### src/rtl/stopwatch_ctrl.sv
// Run-control sequencer for a 4-digit BCD stopwatch.
// Conditions the R/P buttons and sequences IDLE/RUN/PAUSE/DONE.
module stopwatch_ctrl #(
  parameter int TICK_DIV  = 1000000,
  parameter int DB_CYCLES = 2000000
) (
  input  logic        c_clk,
  input  logic        R_n,
  input  logic        btn_R,
  input  logic        btn_P,
  input  logic [1:0]  sel,
  input  logic [7:0]  load,
  input  logic [15:0] cnt_val,
  output logic        cnt_clr,
  output logic        cnt_en,
  output logic        cnt_dir,
  output logic [15:0] init_val,
  output logic [1:0]  state,
  output logic        done
);

  localparam int PW = $clog2(TICK_DIV);
  localparam int DW = $clog2(DB_CYCLES + 1);
  localparam logic [PW-1:0] PMAX = PW'(TICK_DIV - 1);
  localparam logic [DW-1:0] DMAX = DW'(DB_CYCLES - 1);
  localparam int BR = 0;
  localparam int BP = 1;

  typedef enum logic [1:0] {
    S_IDLE  = 2'b00,
    S_RUN   = 2'b01,
    S_PAUSE = 2'b10,
    S_DONE  = 2'b11
  } state_e;

  state_e              state_q;
  logic                clr_q;
  logic                done_q;
  logic                dir_q;
  logic [15:0]         init_q;
  logic [PW-1:0]       presc_q;
  logic [1:0]          s1_q;
  logic [1:0]          s2_q;
  logic [1:0]          lvl_q;
  logic [1:0]          press_q;
  logic [1:0][DW-1:0]  dbc_q;

  logic [3:0]  hi_d;
  logic [3:0]  lo_d;
  logic [15:0] init_d;
  logic [15:0] term;
  logic        at_term;

  // Debounce runs on the synchronized sample; level flips after
  // DB_CYCLES consecutive disagreeing samples.
  always_ff @(posedge c_clk or negedge R_n) begin
    if (!R_n) begin
      s1_q    <= '0;
      s2_q    <= '0;
      lvl_q   <= '0;
      press_q <= '0;
      dbc_q   <= '0;
    end else begin
      s1_q <= {btn_P, btn_R};
      s2_q <= s1_q;
      for (int i = 0; i < 2; i++) begin
        press_q[i] <= 1'b0;
        if (s2_q[i] == lvl_q[i]) begin
          dbc_q[i] <= '0;
        end else if (dbc_q[i] == DMAX) begin
          dbc_q[i]   <= '0;
          lvl_q[i]   <= s2_q[i];
          press_q[i] <= s2_q[i];
        end else begin
          dbc_q[i] <= dbc_q[i] + 1'b1;
        end
      end
    end
  end

  always_comb begin
    hi_d   = (load[7:4] > 4'd9) ? 4'd9 : load[7:4];
    lo_d   = (load[3:0] > 4'd9) ? 4'd9 : load[3:0];
    init_d = 16'h0000;
    unique case (sel)
      2'd0: init_d = 16'h0000;
      2'd1: init_d = {hi_d, lo_d, 8'h00};
      2'd2: init_d = 16'h9999;
      2'd3: init_d = {hi_d, lo_d, 8'h00};
    endcase
  end

  assign term    = dir_q ? 16'h0000 : 16'h9999;
  assign at_term = (cnt_val == term);

  always_ff @(posedge c_clk or negedge R_n) begin
    if (!R_n) begin
      state_q <= S_IDLE;
      clr_q   <= 1'b1;
      done_q  <= 1'b0;
      dir_q   <= 1'b0;
      init_q  <= 16'h0000;
      presc_q <= '0;
    end else begin
      unique case (state_q)
        S_IDLE: begin
          // Freeze the mode on the start cycle so the counter preset
          // and the latched init value always agree.
          if (press_q[BP]) begin
            state_q <= S_RUN;
            clr_q   <= 1'b0;
            presc_q <= '0;
          end else begin
            dir_q  <= sel[1];
            init_q <= init_d;
          end
        end
        S_RUN: begin
          if (press_q[BR]) begin
            state_q <= S_IDLE;
            clr_q   <= 1'b1;
          end else if (press_q[BP]) begin
            state_q <= S_PAUSE;
          end else if (at_term) begin
            state_q <= S_DONE;
            done_q  <= 1'b1;
          end else begin
            presc_q <= (presc_q == PMAX) ? '0 : presc_q + 1'b1;
          end
        end
        S_PAUSE: begin
          if (press_q[BR]) begin
            state_q <= S_IDLE;
            clr_q   <= 1'b1;
          end else if (press_q[BP]) begin
            state_q <= S_RUN;
          end
        end
        S_DONE: begin
          if (press_q[BR]) begin
            state_q <= S_IDLE;
            clr_q   <= 1'b1;
            done_q  <= 1'b0;
          end
        end
        default: state_q <= S_IDLE;
      endcase
    end
  end

  assign cnt_en   = (state_q == S_RUN) && !press_q[BR] && !press_q[BP]
                  && (presc_q == PMAX) && !at_term;
  assign cnt_clr  = clr_q;
  assign cnt_dir  = dir_q;
  assign init_val = init_q;
  assign state    = state_q;
  assign done     = done_q;

endmodule

### config.mk
export PLATFORM = sky130hd
export DESIGN_NAME = stopwatch_ctrl
export DESIGN_NICKNAME = d
export VERILOG_FILES = /design/src/rtl/stopwatch_ctrl.sv
export SDC_FILE = /design/constraint.sdc
export NUM_CORES = 1
export LEC_CHECK = 0
export BUFFER_PORTS_ARGS = -buffer_cell sky130_fd_sc_hd__buf_2
export CAP_MARGIN = 15
export CORE_ASPECT_RATIO = 0.9
export CORE_MARGIN = 8
export CORE_UTILIZATION = 45
export CTS_BUF_LIST = sky130_fd_sc_hd__clkbuf_4 sky130_fd_sc_hd__clkbuf_8 sky130_fd_sc_hd__clkbuf_16
export CTS_CLUSTER_SIZE = 14
export DETAILED_ROUTE_END_ITERATION = 16
export PLACE_DENSITY = 0.75
export SKIP_CTS_REPAIR_TIMING = 1
export SYNTH_ARGS = -nofsm -noshare
export SYNTH_HDL_FRONTEND = slang
export SYNTH_SLANG_ARGS = --single-unit
### constraint.sdc
create_clock -name c_clk -period 3.3 [get_ports c_clk]
set_clock_uncertainty 0.1 [all_clocks]
set_input_delay 0.825 -clock c_clk [delete_from_list [all_inputs] [get_ports c_clk]]
set_output_delay 0.825 -clock c_clk [all_outputs]
set_load 0.1 [all_outputs]
==> flow_metrics.py <==
metrics = {
    "status": {
        "status": "complete, no violations",
    },
    "critical_path": {
        "start_kind": "flip-flop",
        "critPathKind": "flip-flop to output pin",
        "reg2reg_depth": 6,
        "regToRegStartpoint": "presc_q[0]$_DFFE_PN0P_",
        "path_cells": "or4b_4 -> a21oi_1 -> nor3_4 -> nor4_4 -> buf_12",
        "cpMaxStageDelayCell": "or4b_4",
        "cp_slowest_stage_delay_ns": 0.55,
        "crit_required_ns": 2.37,
        "critPathTopFamily": "simple AND/OR/NAND/NOR gates",
        "reg2reg_setup_slack_ns": 0.76,
        "crit_fanout": 7,
        "critical_path_buf_inv_count": 1,
        "arrival_ns": 2.29,
        "endpoint_kind": "output pin",
        "worstReg2RegEnd": "presc_q[3]$_DFFE_PN0P_",
    },
    "final_layout": {
        "layout-drive-gt1-share": 0.166,
        "final_cell_area_um2": 4880,
        "area_delta_synth_final_pct": 14.0,
        "fillCellCount": 825,
        "multi_input_area_um2": 2080,
        "fin_nets": 523,
        "seqCellArea_um2": 2110,
        "antenna_cells_inserted": 0,
    },
    "floorplanning": {
        "die_w_um": 119,
        "pin_count": 52,
        "rows": 33,
        "initial_core_util": 0.467,
        "die_area_um2": 12900,
        "core_area_um2": 9170,
        "die-height_um": 109,
    },
    "detailed_routing": {
        "drtPass1Iterations": 4,
        "routed_wirelength_um": 8660,
        "detail-route-antenna-nets": 0,
        "avgViaCountPerCell": 5.46,
        "met1_length_um": 3850,
        "drt_iter0_markers": 232,
        "wl_per_cell_um": 14.0,
        "top_layer": "met4",
        "vias": 3370,
        "wl_met3_um": 460,
        "routed-wl-met2_um": 4240,
        "drc": 0,
    },
    "clock_tree": {
        "cts.path.max_buffers": 2,
        "numCtsBuffers": 9,
        "clk_latency_ns": 0.36,
        "cts_max_level": 3,
        "root_buffer": "clkbuf_8",
        "cts_tree": "yes",
        "clkTransAtPathRegs_ns": 0.09,
        "clkSinkCount": 84,
    },
    "global_routing": {
        "first_global_vias": 3320,
        "grtUsageTotal": 0.139,
        "grt_pass1_wl_um": 15000,
        "grt_max_degree": 52,
        "antenna_found_initial": 0,
        "gr-total-overflow": 0,
    },
    "timing": {
        "hold_viol_final": 0,
        "tightest_slew_ns": 1.06,
        "post-route-min-period_ns": 3.21,
        "max_freq_mhz": 311,
        "finalSetupTns_ns": 0,
        "relSlewSlack": 0.286,
        "hold_ws_ns": 0.253,
        "setup_viol": 0,
        "drv_slew": 0,
        "fin_crit_sh": 0.973,
        "rsz0062_at_grt": "no",
    },
    "yosys": {
        "async_flop_share": 1.00,
        "netlist.area_leader.share": 0.485,
        "synth_seq_area_share": 0.492,
        "postSynthCellCount": 446,
        "yosys_warnings": 0,
        "netlist_top_cells_count": "dfrtp_1, nor2_1, nand2_1, nand3_1, xor2_1",
        "synth.ff_latch_count": 84,
        "synth_top_area_cell": "dfrtp_1",
        "syn-cell-area_um2": 4280,
        "yosysMostFrequentCell": "dfrtp_1",
        "avgSynthCellArea_um2": 9.59,
        "yosysUniqueCellTypes": 48,
        "synth_area_leaders": "dfrtp_1, nor2_1, xor2_1",
        "synth_edf_count": 0,
        "ys.flop_type": "dfrtp_1",
    },
    "worst_hold_path": {
        "min_path_type": "flip-flop to flip-flop",
        "holdCritStartpoint": "s1_q[1]$_DFF_PN0_",
        "min_delay_worst_endpoint": "s2_q[1]$_DFF_PN0_",
        "whs_path_depth": 0,
    },
    "power": {
        "peakVddDrop_mv": 0.227,
        "power.total_mw": 2.06,
        "leakagePower_nw": 2.20,
        "power.density_nw_per_um2": 423,
    },
    "place": {
        "io_buffers": 47,
        "place_area_um2": 4630,
        "dpl.hpwl_um": 6100,
        "place_congestion": 0.786,
    },
    "run": {
        "maxCapViolCount": 0,
    },
}
## routing by layer
layer  vias to the layer above  track usage
met2                        58        0.236
met1                      1647        0.165
met3                        12       0.0458
met4                         0       0.0424
li1                       1653            -
met5                         -            0
## state kept, by name, indices dropped and copies added (netlist names), 2 cells and up
register,count
dbc_q,42
init_val,9
lvl_q,2
presc_q,20
press_q,2
s1_q,2
s2_q,2
state,2
## placed cells by master (no fill, tap or decap), types with 3 or more instances in the layout
| cell | n |
|---|---|
| inv_6 | 3 |
| nor3b_1 | 8 |
| xor2_1 | 24 |
| nor4b_1 | 7 |
| inv_1 | 6 |
| nand3b_1 | 4 |
| nor3_1 | 15 |
| xnor2_1 | 17 |
| nor2_1 | 64 |
| buf_2 | 45 |
| or3_1 | 3 |
| or4_1 | 3 |
| o21ai_0 | 13 |
| and4_1 | 7 |
| and3_1 | 7 |
| a21oi_1 | 9 |
| nand4_1 | 14 |
| clkbuf_8 | 10 |
| or2_2 | 3 |
| nor4_1 | 11 |
| a211o_1 | 10 |
| ha_1 | 3 |
| a221o_1 | 4 |
| conb_1 | 4 |
| nand2_1 | 51 |
| nand3_1 | 26 |
| dfrtp_1 | 80 |
| nor2b_1 | 5 |
## power breakdown
group / leakage (nW) / total (mW) / internal, mW / switching (mW)
Clock: 0.114 / 0.835 / 0.455 / 0.380
Sequential: 1.07 / 1.06 / 1.04 / 0.0121
Combinational: 1.01 / 0.173 / 0.0344 / 0.139
## layout make-up
type,count,area share
clock inverter,6,0.0192
tap,122,0.0313
multi-input combinational,340,0.426
timing repair buffer,49,0.0575
sequential,84,0.433
clock buffer,10,0.0282
inverter,6,0.00462
## how the worst max path moves through the flow
stage | from | end | slack, ns | cells past startpoint
2_1_floorplan | state[1]$_DFFE_PN0P_ | cnt_en | -0.48 | 6
3_3_place_gp | cnt_val[7] | cnt_en | 0.35 | 6
3_5_place_dp | cnt_val[7] | cnt_en | 0.30 | 6
4_1_cts | state[1]$_DFFE_PN0P_ | cnt_en | 0.01 | 5
5_1_grt | state[1]$_DFFE_PN0P_ | cnt_en | 0.01 | 5
6_report | state[1]$_DFFE_PN0P_ | cnt_en | 0.09 | 5
## through the flow
step / instances / util / worst slack, ns
2_1_floorplan: 449 / - / -0.478
3_3_place_gp: 601 / 0.505 / 0.354
3_5_place_dp: 601 / 0.505 / 0.301
4_1_cts: 617 / 0.531 / 0.0145
5_1_grt: 617 / 0.532 / 0.0142
6_report: 617 / 0.532 / 0.0884
## logic make-up (layout without fill, tap and decap cells)
family,after synthesis,after routing,synth area share
other,1,4,0.000876
flip-flops,84,84,0.492
adder cells (fa/ha/maj),3,3,0.00877
multiplexers,4,4,0.0105
buffers and inverters,25,71,0.0336
XOR/XNOR,41,41,0.0839
AND/OR/NAND/NOR,243,243,0.296
AO/OA/AOI/OAI,45,45,0.0746
(Power assumes the default switching activity.)
